File: src/rtl/regfile_mp_if.sv
// regfile_mp_if: groups the write lanes, read ports, PC alias and clear-control signals of regfile_mp.
// Latency: none of its own. It is a bundle of wires.
// Backpressure: none. Writes and reads are fire-and-forget. busy tells the writer that its writes are being dropped.
//
// Signals (master = decode/writeback side, slave = register file):
//   we_a/wa_a/wd_a, we_b/wa_b/wd_b : two write lanes. Lane B carries the younger instruction.
//   ra / rd                        : NRD packed read addresses / read data. Port k is at slice k.
//   r15                            : external PC value, returned for reads of the PC alias index
//   clr_req / busy / clr_done      : clear-sweep request, in-progress flag, completion pulse
//   wr_conflict                    : one-cycle pulse, both lanes wrote the same non-PC register
interface regfile_mp_if #(
  parameter int WIDTH = 32,
  parameter int NREGS = 16,
  parameter int NRD   = 3
);
  localparam int AW = $clog2(NREGS);

  logic                 we_a;
  logic [AW-1:0]        wa_a;
  logic [WIDTH-1:0]     wd_a;
  logic                 we_b;
  logic [AW-1:0]        wa_b;
  logic [WIDTH-1:0]     wd_b;
  logic [NRD*AW-1:0]    ra;
  logic [NRD*WIDTH-1:0] rd;
  logic [WIDTH-1:0]     r15;
  logic                 clr_req;
  logic                 busy;
  logic                 clr_done;
  logic                 wr_conflict;

  modport master (
    output we_a, wa_a, wd_a, we_b, wa_b, wd_b, ra, r15, clr_req,
    input  rd, busy, clr_done, wr_conflict
  );

  modport slave (
    input  we_a, wa_a, wd_a, we_b, wa_b, wd_b, ra, r15, clr_req,
    output rd, busy, clr_done, wr_conflict
  );
endinterface

File: src/rtl/regfile_mp.sv
// regfile_mp: NREGS x WIDTH register file with NRD read ports, two write lanes and a sequential clear engine.
// Latency: reads are combinational with zero cycles. Writes are visible the cycle after the edge, or in the same cycle with bypass.
// Backpressure: none. During a clear sweep (busy=1) all writes are dropped, and clr_req is ignored until the FSM is back in IDLE.
//
// Ports:
//   clk   : clock. All state changes on its rising edge.
//   reset : asynchronous, active-low. Clears the array, the FSM and the pulse outputs.
//   bus   : regfile_mp_if.slave. Carries the write lanes A/B, packed read ports ra/rd, the r15 PC alias,
//           clr_req/busy/clr_done and wr_conflict.
//
// Optional build macro REGFILE_BYPASS_EN: when defined, a read that hits an address being written
// this cycle returns the incoming write data. Lane B wins if both lanes hit it.
// When the macro is undefined, reads return the stored value and new data appears one cycle later.
//
// NREGS must be a power of two and at least 4. PC_IDX is an alias and is never stored.
module regfile_mp #(
  parameter int WIDTH  = 32,
  parameter int NREGS  = 16,
  parameter int NRD    = 3,
  parameter int PC_IDX = 15
) (
  input  logic          clk,
  input  logic          reset,
  regfile_mp_if.slave   bus
);

  localparam int AW = $clog2(NREGS);
  localparam logic [AW-1:0] PC_A   = AW'(PC_IDX);
  localparam logic [AW-1:0] LAST_A = AW'(NREGS - 1);

  // ---------------------------------------------------------------------------
  // Clear FSM
  // ---------------------------------------------------------------------------
  typedef enum logic [1:0] {
    ST_IDLE  = 2'd0,
    ST_CLEAR = 2'd1,
    ST_DONE  = 2'd2
  } state_t;

  state_t        state;
  state_t        state_nxt;
  logic [AW-1:0] cnt;
  logic          clearing;
  logic          done_pulse;

  // State register
  always_ff @(posedge clk or negedge reset) begin
    if (!reset) begin
      state <= ST_IDLE;
    end else begin
      state <= state_nxt;
    end
  end

  // Next-state logic. clr_req is only looked at in IDLE. Holding it high through DONE
  // therefore restarts the sweep one cycle after the clr_done pulse.
  always_comb begin
    state_nxt = state;
    case (state)
      ST_IDLE:  if (bus.clr_req) state_nxt = ST_CLEAR;
      ST_CLEAR: if (cnt == LAST_A) state_nxt = ST_DONE;
      ST_DONE:  state_nxt = ST_IDLE;
      default:  state_nxt = ST_IDLE;
    endcase
  end

  // Output decode. busy is high exactly for the NREGS clearing cycles.
  always_comb begin
    clearing   = 1'b0;
    done_pulse = 1'b0;
    case (state)
      ST_CLEAR: clearing   = 1'b1;
      ST_DONE:  done_pulse = 1'b1;
      default: begin
        clearing   = 1'b0;
        done_pulse = 1'b0;
      end
    endcase
  end

  assign bus.busy     = clearing;
  assign bus.clr_done = done_pulse;

  // Sweep index. It is loaded with 0 on the edge that enters CLEAR, so every sweep starts at reg 0,
  // even one that follows a reset that interrupted an earlier sweep.
  always_ff @(posedge clk or negedge reset) begin
    if (!reset) begin
      cnt <= '0;
    end else if (state == ST_IDLE && bus.clr_req) begin
      cnt <= '0;
    end else if (clearing) begin
      cnt <= cnt + AW'(1);
    end
  end

  // ---------------------------------------------------------------------------
  // Write qualification
  // ---------------------------------------------------------------------------
  // A lane write is effective only outside a sweep and to a real (non-PC) register.
  logic wr_ok_a;
  logic wr_ok_b;
  logic same_addr;

  assign wr_ok_a   = bus.we_a && !clearing && (bus.wa_a != PC_A);
  assign wr_ok_b   = bus.we_b && !clearing && (bus.wa_b != PC_A);
  assign same_addr = wr_ok_a && wr_ok_b && (bus.wa_a == bus.wa_b);

  logic wr_conflict_q;

  always_ff @(posedge clk or negedge reset) begin
    if (!reset) begin
      wr_conflict_q <= 1'b0;
    end else begin
      wr_conflict_q <= same_addr;
    end
  end

  assign bus.wr_conflict = wr_conflict_q;

  // ---------------------------------------------------------------------------
  // Storage
  // ---------------------------------------------------------------------------
  logic [WIDTH-1:0] mem [NREGS];

  // Lane B is assigned after lane A. On a same-address hit the younger instruction's data is
  // therefore the one that lands. mem[PC_IDX] is never written and stays at 0. Reads of that
  // index are served from r15.
  always_ff @(posedge clk or negedge reset) begin
    if (!reset) begin
      for (int i = 0; i < NREGS; i++) begin
        mem[i] <= '0;
      end
    end else if (clearing) begin
      mem[cnt] <= '0;
    end else begin
      if (wr_ok_a) mem[bus.wa_a] <= bus.wd_a;
      if (wr_ok_b) mem[bus.wa_b] <= bus.wd_b;
    end
  end

  // ---------------------------------------------------------------------------
  // Read ports
  // ---------------------------------------------------------------------------
  logic [WIDTH-1:0]     rd_port [NRD];
  logic [NRD*WIDTH-1:0] rd_flat;

  for (genvar k = 0; k < NRD; k++) begin : g_rd
    logic [AW-1:0] addr;

    assign addr = bus.ra[k*AW +: AW];

    always_comb begin
      rd_port[k] = mem[addr];
`ifdef REGFILE_BYPASS_EN
      // wr_ok_* already excludes sweep cycles and the PC index, so the bypass cannot leak
      // dropped data. Lane B is checked first so that it wins a same-address write.
      if (wr_ok_b && bus.wa_b == addr) begin
        rd_port[k] = bus.wd_b;
      end else if (wr_ok_a && bus.wa_a == addr) begin
        rd_port[k] = bus.wd_a;
      end
`endif
      // The PC alias overrides everything, including reset and sweep states.
      if (addr == PC_A) begin
        rd_port[k] = bus.r15;
      end
    end
  end

  always_comb begin
    rd_flat = '0;
    for (int k = 0; k < NRD; k++) begin
      rd_flat[k*WIDTH +: WIDTH] = rd_port[k];
    end
  end

  assign bus.rd = rd_flat;

endmodule

File: src/flat_wrapper.sv
// flat-port wrapper written by rule: the top's interface ports become plain ports
module regfile_mp_flat 
#(
  parameter int WIDTH  = 32,
  parameter int NREGS  = 16,
  parameter int NRD    = 3,
  parameter int PC_IDX = 15
)
  (clk, reset, bus_we_a, bus_wa_a, bus_wd_a, bus_we_b, bus_wa_b, bus_wd_b, bus_ra, bus_r15, bus_clr_req, bus_rd, bus_busy, bus_clr_done, bus_wr_conflict);
  regfile_mp_if #(.WIDTH(WIDTH), .NREGS(NREGS), .NRD(NRD)) bus_i ();
  input  logic clk;
  input  logic reset;
  input wire logic [$bits(bus_i.we_a)-1:0] bus_we_a;
  input wire logic [$bits(bus_i.wa_a)-1:0] bus_wa_a;
  input wire logic [$bits(bus_i.wd_a)-1:0] bus_wd_a;
  input wire logic [$bits(bus_i.we_b)-1:0] bus_we_b;
  input wire logic [$bits(bus_i.wa_b)-1:0] bus_wa_b;
  input wire logic [$bits(bus_i.wd_b)-1:0] bus_wd_b;
  input wire logic [$bits(bus_i.ra)-1:0] bus_ra;
  input wire logic [$bits(bus_i.r15)-1:0] bus_r15;
  input wire logic [$bits(bus_i.clr_req)-1:0] bus_clr_req;
  output wire logic [$bits(bus_i.rd)-1:0] bus_rd;
  output wire logic [$bits(bus_i.busy)-1:0] bus_busy;
  output wire logic [$bits(bus_i.clr_done)-1:0] bus_clr_done;
  output wire logic [$bits(bus_i.wr_conflict)-1:0] bus_wr_conflict;
  assign bus_i.we_a = bus_we_a;
  assign bus_i.wa_a = bus_wa_a;
  assign bus_i.wd_a = bus_wd_a;
  assign bus_i.we_b = bus_we_b;
  assign bus_i.wa_b = bus_wa_b;
  assign bus_i.wd_b = bus_wd_b;
  assign bus_i.ra = bus_ra;
  assign bus_i.r15 = bus_r15;
  assign bus_i.clr_req = bus_clr_req;
  assign bus_rd = bus_i.rd;
  assign bus_busy = bus_i.busy;
  assign bus_clr_done = bus_i.clr_done;
  assign bus_wr_conflict = bus_i.wr_conflict;
  regfile_mp #(.WIDTH(WIDTH), .NREGS(NREGS), .NRD(NRD), .PC_IDX(PC_IDX)) u_core (.clk(clk), .reset(reset), .bus(bus_i));
endmodule
File: config.mk
export PLATFORM = sky130hd
export DESIGN_NAME = regfile_mp_flat
export DESIGN_NICKNAME = d
export VERILOG_FILES = /design/src/rtl/regfile_mp_if.sv /design/src/rtl/regfile_mp.sv /design/src/flat_wrapper.sv
export SDC_FILE = /design/constraint.sdc
export NUM_CORES = 2
export LEC_CHECK = 0
export ABC_CLOCK_PERIOD_IN_PS = 2500
export CORE_MARGIN = 5
export CORE_UTILIZATION = 40
export DETAILED_ROUTE_END_ITERATION = 12
export PLACE_DENSITY = 0.57
export SLEW_MARGIN = 20
export SYNTH_ARGS = -nofsm -noshare
export SYNTH_HDL_FRONTEND = slang
export SYNTH_SLANG_ARGS = --single-unit
File: constraint.sdc
create_clock -name clk -period 2.5 [get_ports clk]
set_input_delay 0.5 -clock clk [delete_from_list [all_inputs] [get_ports clk]]
set_output_delay 0.5 -clock clk [all_outputs]
set_load 0.05 [all_outputs]
==> out/results.ini <==
[run_status]
outcome = finished, violations left
violations = setup timing

[drt]
ant_nets = 0
drc_errors = 0
wirelength_um = 210000
vias = 43300
post_drt_wl_per_cell_um = 35.9
firstDrtPassIters = 7
routed_via_density = 7.40
drt_iter0_markers = 6813

[synthesis]
ys_seq_area_share_pct = 31.1
syn_nets = 4151
synth_top_family_by_area = compound AO/OA/AOI/OAI gates
ys_warn_count = 0
synth_fa_ha_area_share_pct = 0.128
synth_simple_gate_area_share_pct = 5.02
synth_edf_count = 0
netlist_area_mm2 = 0.0392
avgSynthCellArea_um2 = 9.73
ys.flop_type = dfrtp_1
muxShareOfSynthArea_pct = 21.5
synth_cell_types = 60
synth_xor_area_share_pct = 0.0447
ys_async_sr_fraction_pct = 100
syn_inst = 4026
synth_seq_cells = 487
synth_compound_area_share_pct = 35.9

[setup_path]
cp.arrival_ps = 2370
cp-end-kind = primary output
cp_cell_sequence = mux4_2 -> nor2b_4 -> a211oi_4 -> buf_4 -> a21oi_4 -> buf_6
crit_buf_inv = 2
crit_type = reg -> out
cpMaxStageDelayCell = mux4_2
rr_startpoint = u_core.cnt[3]
slowest_delay_ps = 480
critPathLaunchType = register
crit_start = u_core.mem[388]
path_delay_family = multiplexers
critPathRequiredTime_ps = 2000
cp_max_fo = 4

[floorplan]
die_w_um = 323
core_area_mm2 = 0.0970
ios = 220
start_util_pct = 40.4
rows = 114
fp.dieH_um = 323
dieArea_mm2 = 0.104

[cts]
tritoncts = done
root_buffer = clkbuf_16
clock_path_buffers = 3
clk_pin_slew_ps = 60
insertion_delay_ps = 670
cts_buffers = 60
cts.sinks = 487
htreeDepth = 2

[final_layout]
drive_above_1_share_pct = 35.7
syn2layout_area_growth_pct = 36.4
finalInstanceArea_mm2 = 0.0534
final_common_cell = o21ai_0
final_cell_mix = o21ai_0, buf_4, a21oi_1, o2bb2ai_1, dfrtp_1
nets = 4637

[grt]
gr-usage-all-layers_pct = 38.8
grt_remaining_overflow = 0
grt_first_pass_wirelength_um = 299000
grt_max_degree = 106
antenna_found_initial = 11
grt_pass1_vias = 41100

[power_and_ir_drop]
leakagePower_nw = 19.9
power.total_mw = 43.3
ir_worst_vdd_mv = 1.07
powerDensity_mw_per_mm2 = 811

[timing]
slew_violations = 0
min_period_ps = 2870
rsz0062_at_grt = true
hold_viol = 0
fin_skew_ps = 16.3
relSlewSlack_pct = 44.4
finalSetupViolCount = 96
fmax_ghz = 0.349
period_share_pct = 115
tightest_slew_ps = 832
setup_ws_ps = -368

[flow_run]
cap_violations = 0

[place]
place.gp.congestion = 0.959
preCtsSetupSlack_ps = -579
hpwl_um = 135000
port_buffers = 219
placed_area_mm2 = 0.0490

[min_path]
hp-class = in -> async

==> repair_timing <==
item                       4_1_cts  5_1_grt
setup endpoints to repair       97       96
resized for setup              219       52
buffers inserted                86       26
gates cloned                     4        2
pin swaps                       65       28
hold endpoints to repair        25        0
hold buffers                     1        0
==> flip-flops by register name (all words and copies together), names as in the netlist <==
signal	cells
u_core.mem	480
u_core.cnt	4
u_core.state	2
u_core.bus.wr_conflict	1
==> path summary, 6_finish.rpt <==
kind | endpoint | slack [ps] | cells after the start
max reg2reg | u_core.mem[137] | 340 | 5
min in group clk | u_core.mem[37] | 540 | 1
max in group asynchronous | u_core.mem[76] | 1230 | 3
min | u_core.mem[362] | 410 | 2
min reg2reg | u_core.mem[37] | 540 | 1
max | bus_rd[36] | -370 | 6
==> power breakdown <==
part	internal, mW	switching, mW	leakage, nW	total (mW)
combinational	8.99	14.6	12.1	23.6
clock	5.91	4.01	1.09	9.92
sequential	8.71	1.12	6.76	9.83
==> synthesized netlist by cell type (all sizes together) (3+ instances only) <==
library cell	count	area, um^2
nand2b	40	258
a31oi	4	25.0
nand4	5	31.3
a22o	3	26.3
mux2	96	1080
mux4	286	6440
nand4bb	3	33.8
nor3	17	196
or2	32	200
o2bb2ai	480	4200
inv	7	28.8
o21bai	193	1450
dfrtp	487	12200
mux2i	90	901
a21oi	545	2730
or3	13	86.3
nor2b	47	294
clkbuf	297	1120
a211oi	42	315
o21ai	739	3700
a21o	27	203
nor2	111	417
o221ai	30	263
nand3	6	30.0
nand3b	3	22.5
ha	4	50.1
buf	225	1300
o22a	66	578
nand4b	3	26.3
nand2	8	32.5
nor4	11	219
o22ai	83	519
or3b	3	33.8
==> cells by family (layout without fill, tap and decap cells) <==
| logic type | count (synthesis) | in the layout |
|---|---|---|
| AO/OA/AOI/OAI | 2221 | 2221 |
| XOR/XNOR | 2 | 2 |
| adder cells (fa/ha/maj) | 4 | 4 |
| buffers and inverters | 529 | 1066 |
| flip-flops | 487 | 487 |
| multiplexers | 472 | 472 |
| other | 0 | 11 |
| AND/OR/NAND/NOR | 311 | 311 |
==> metrics by stage <==
stage | cells | hold slack, ps | setup TNS (ps) | utilization (%)
CTS | 5811 | 394 | -22150 | 54.6
detailed placement | 5612 | 508 | -35220 | 50.6
finish | 5850 | 408 | -22340 | 55.1
global placement | 5612 | 501 | -26970 | 50.6
floorplan | 4026 | 204 | -388 | -
global route | 5840 | 439 | -25460 | 55.1
==> per-layer routing <==
metal / vias to the layer above / global-route usage, % / share of wire (%)
met3: 903 / 14.6 / 15
li1: 16900 / - / -
met2: 3984 / 54.9 / 42
met5: - / 0 / 0.020
met1: 21500 / 51.5 / 37
met4: 6 / 21.3 / 6.6
==> area by class of cell <==
| cell class | instances | area, um^2 |
|---|---|---|
| fill | 8243 | 43500 |
| timing repair buffer | 946 | 10800 |
| clock buffer | 86 | 1800 |
| sequential | 487 | 12200 |
| inverter | 7 | 31.3 |
| multi-input combinational | 3010 | 26600 |
| antenna | 11 | 27.5 |
| tap | 1276 | 1600 |
| clock inverter | 27 | 378 |
(Power assumes the default switching activity.)
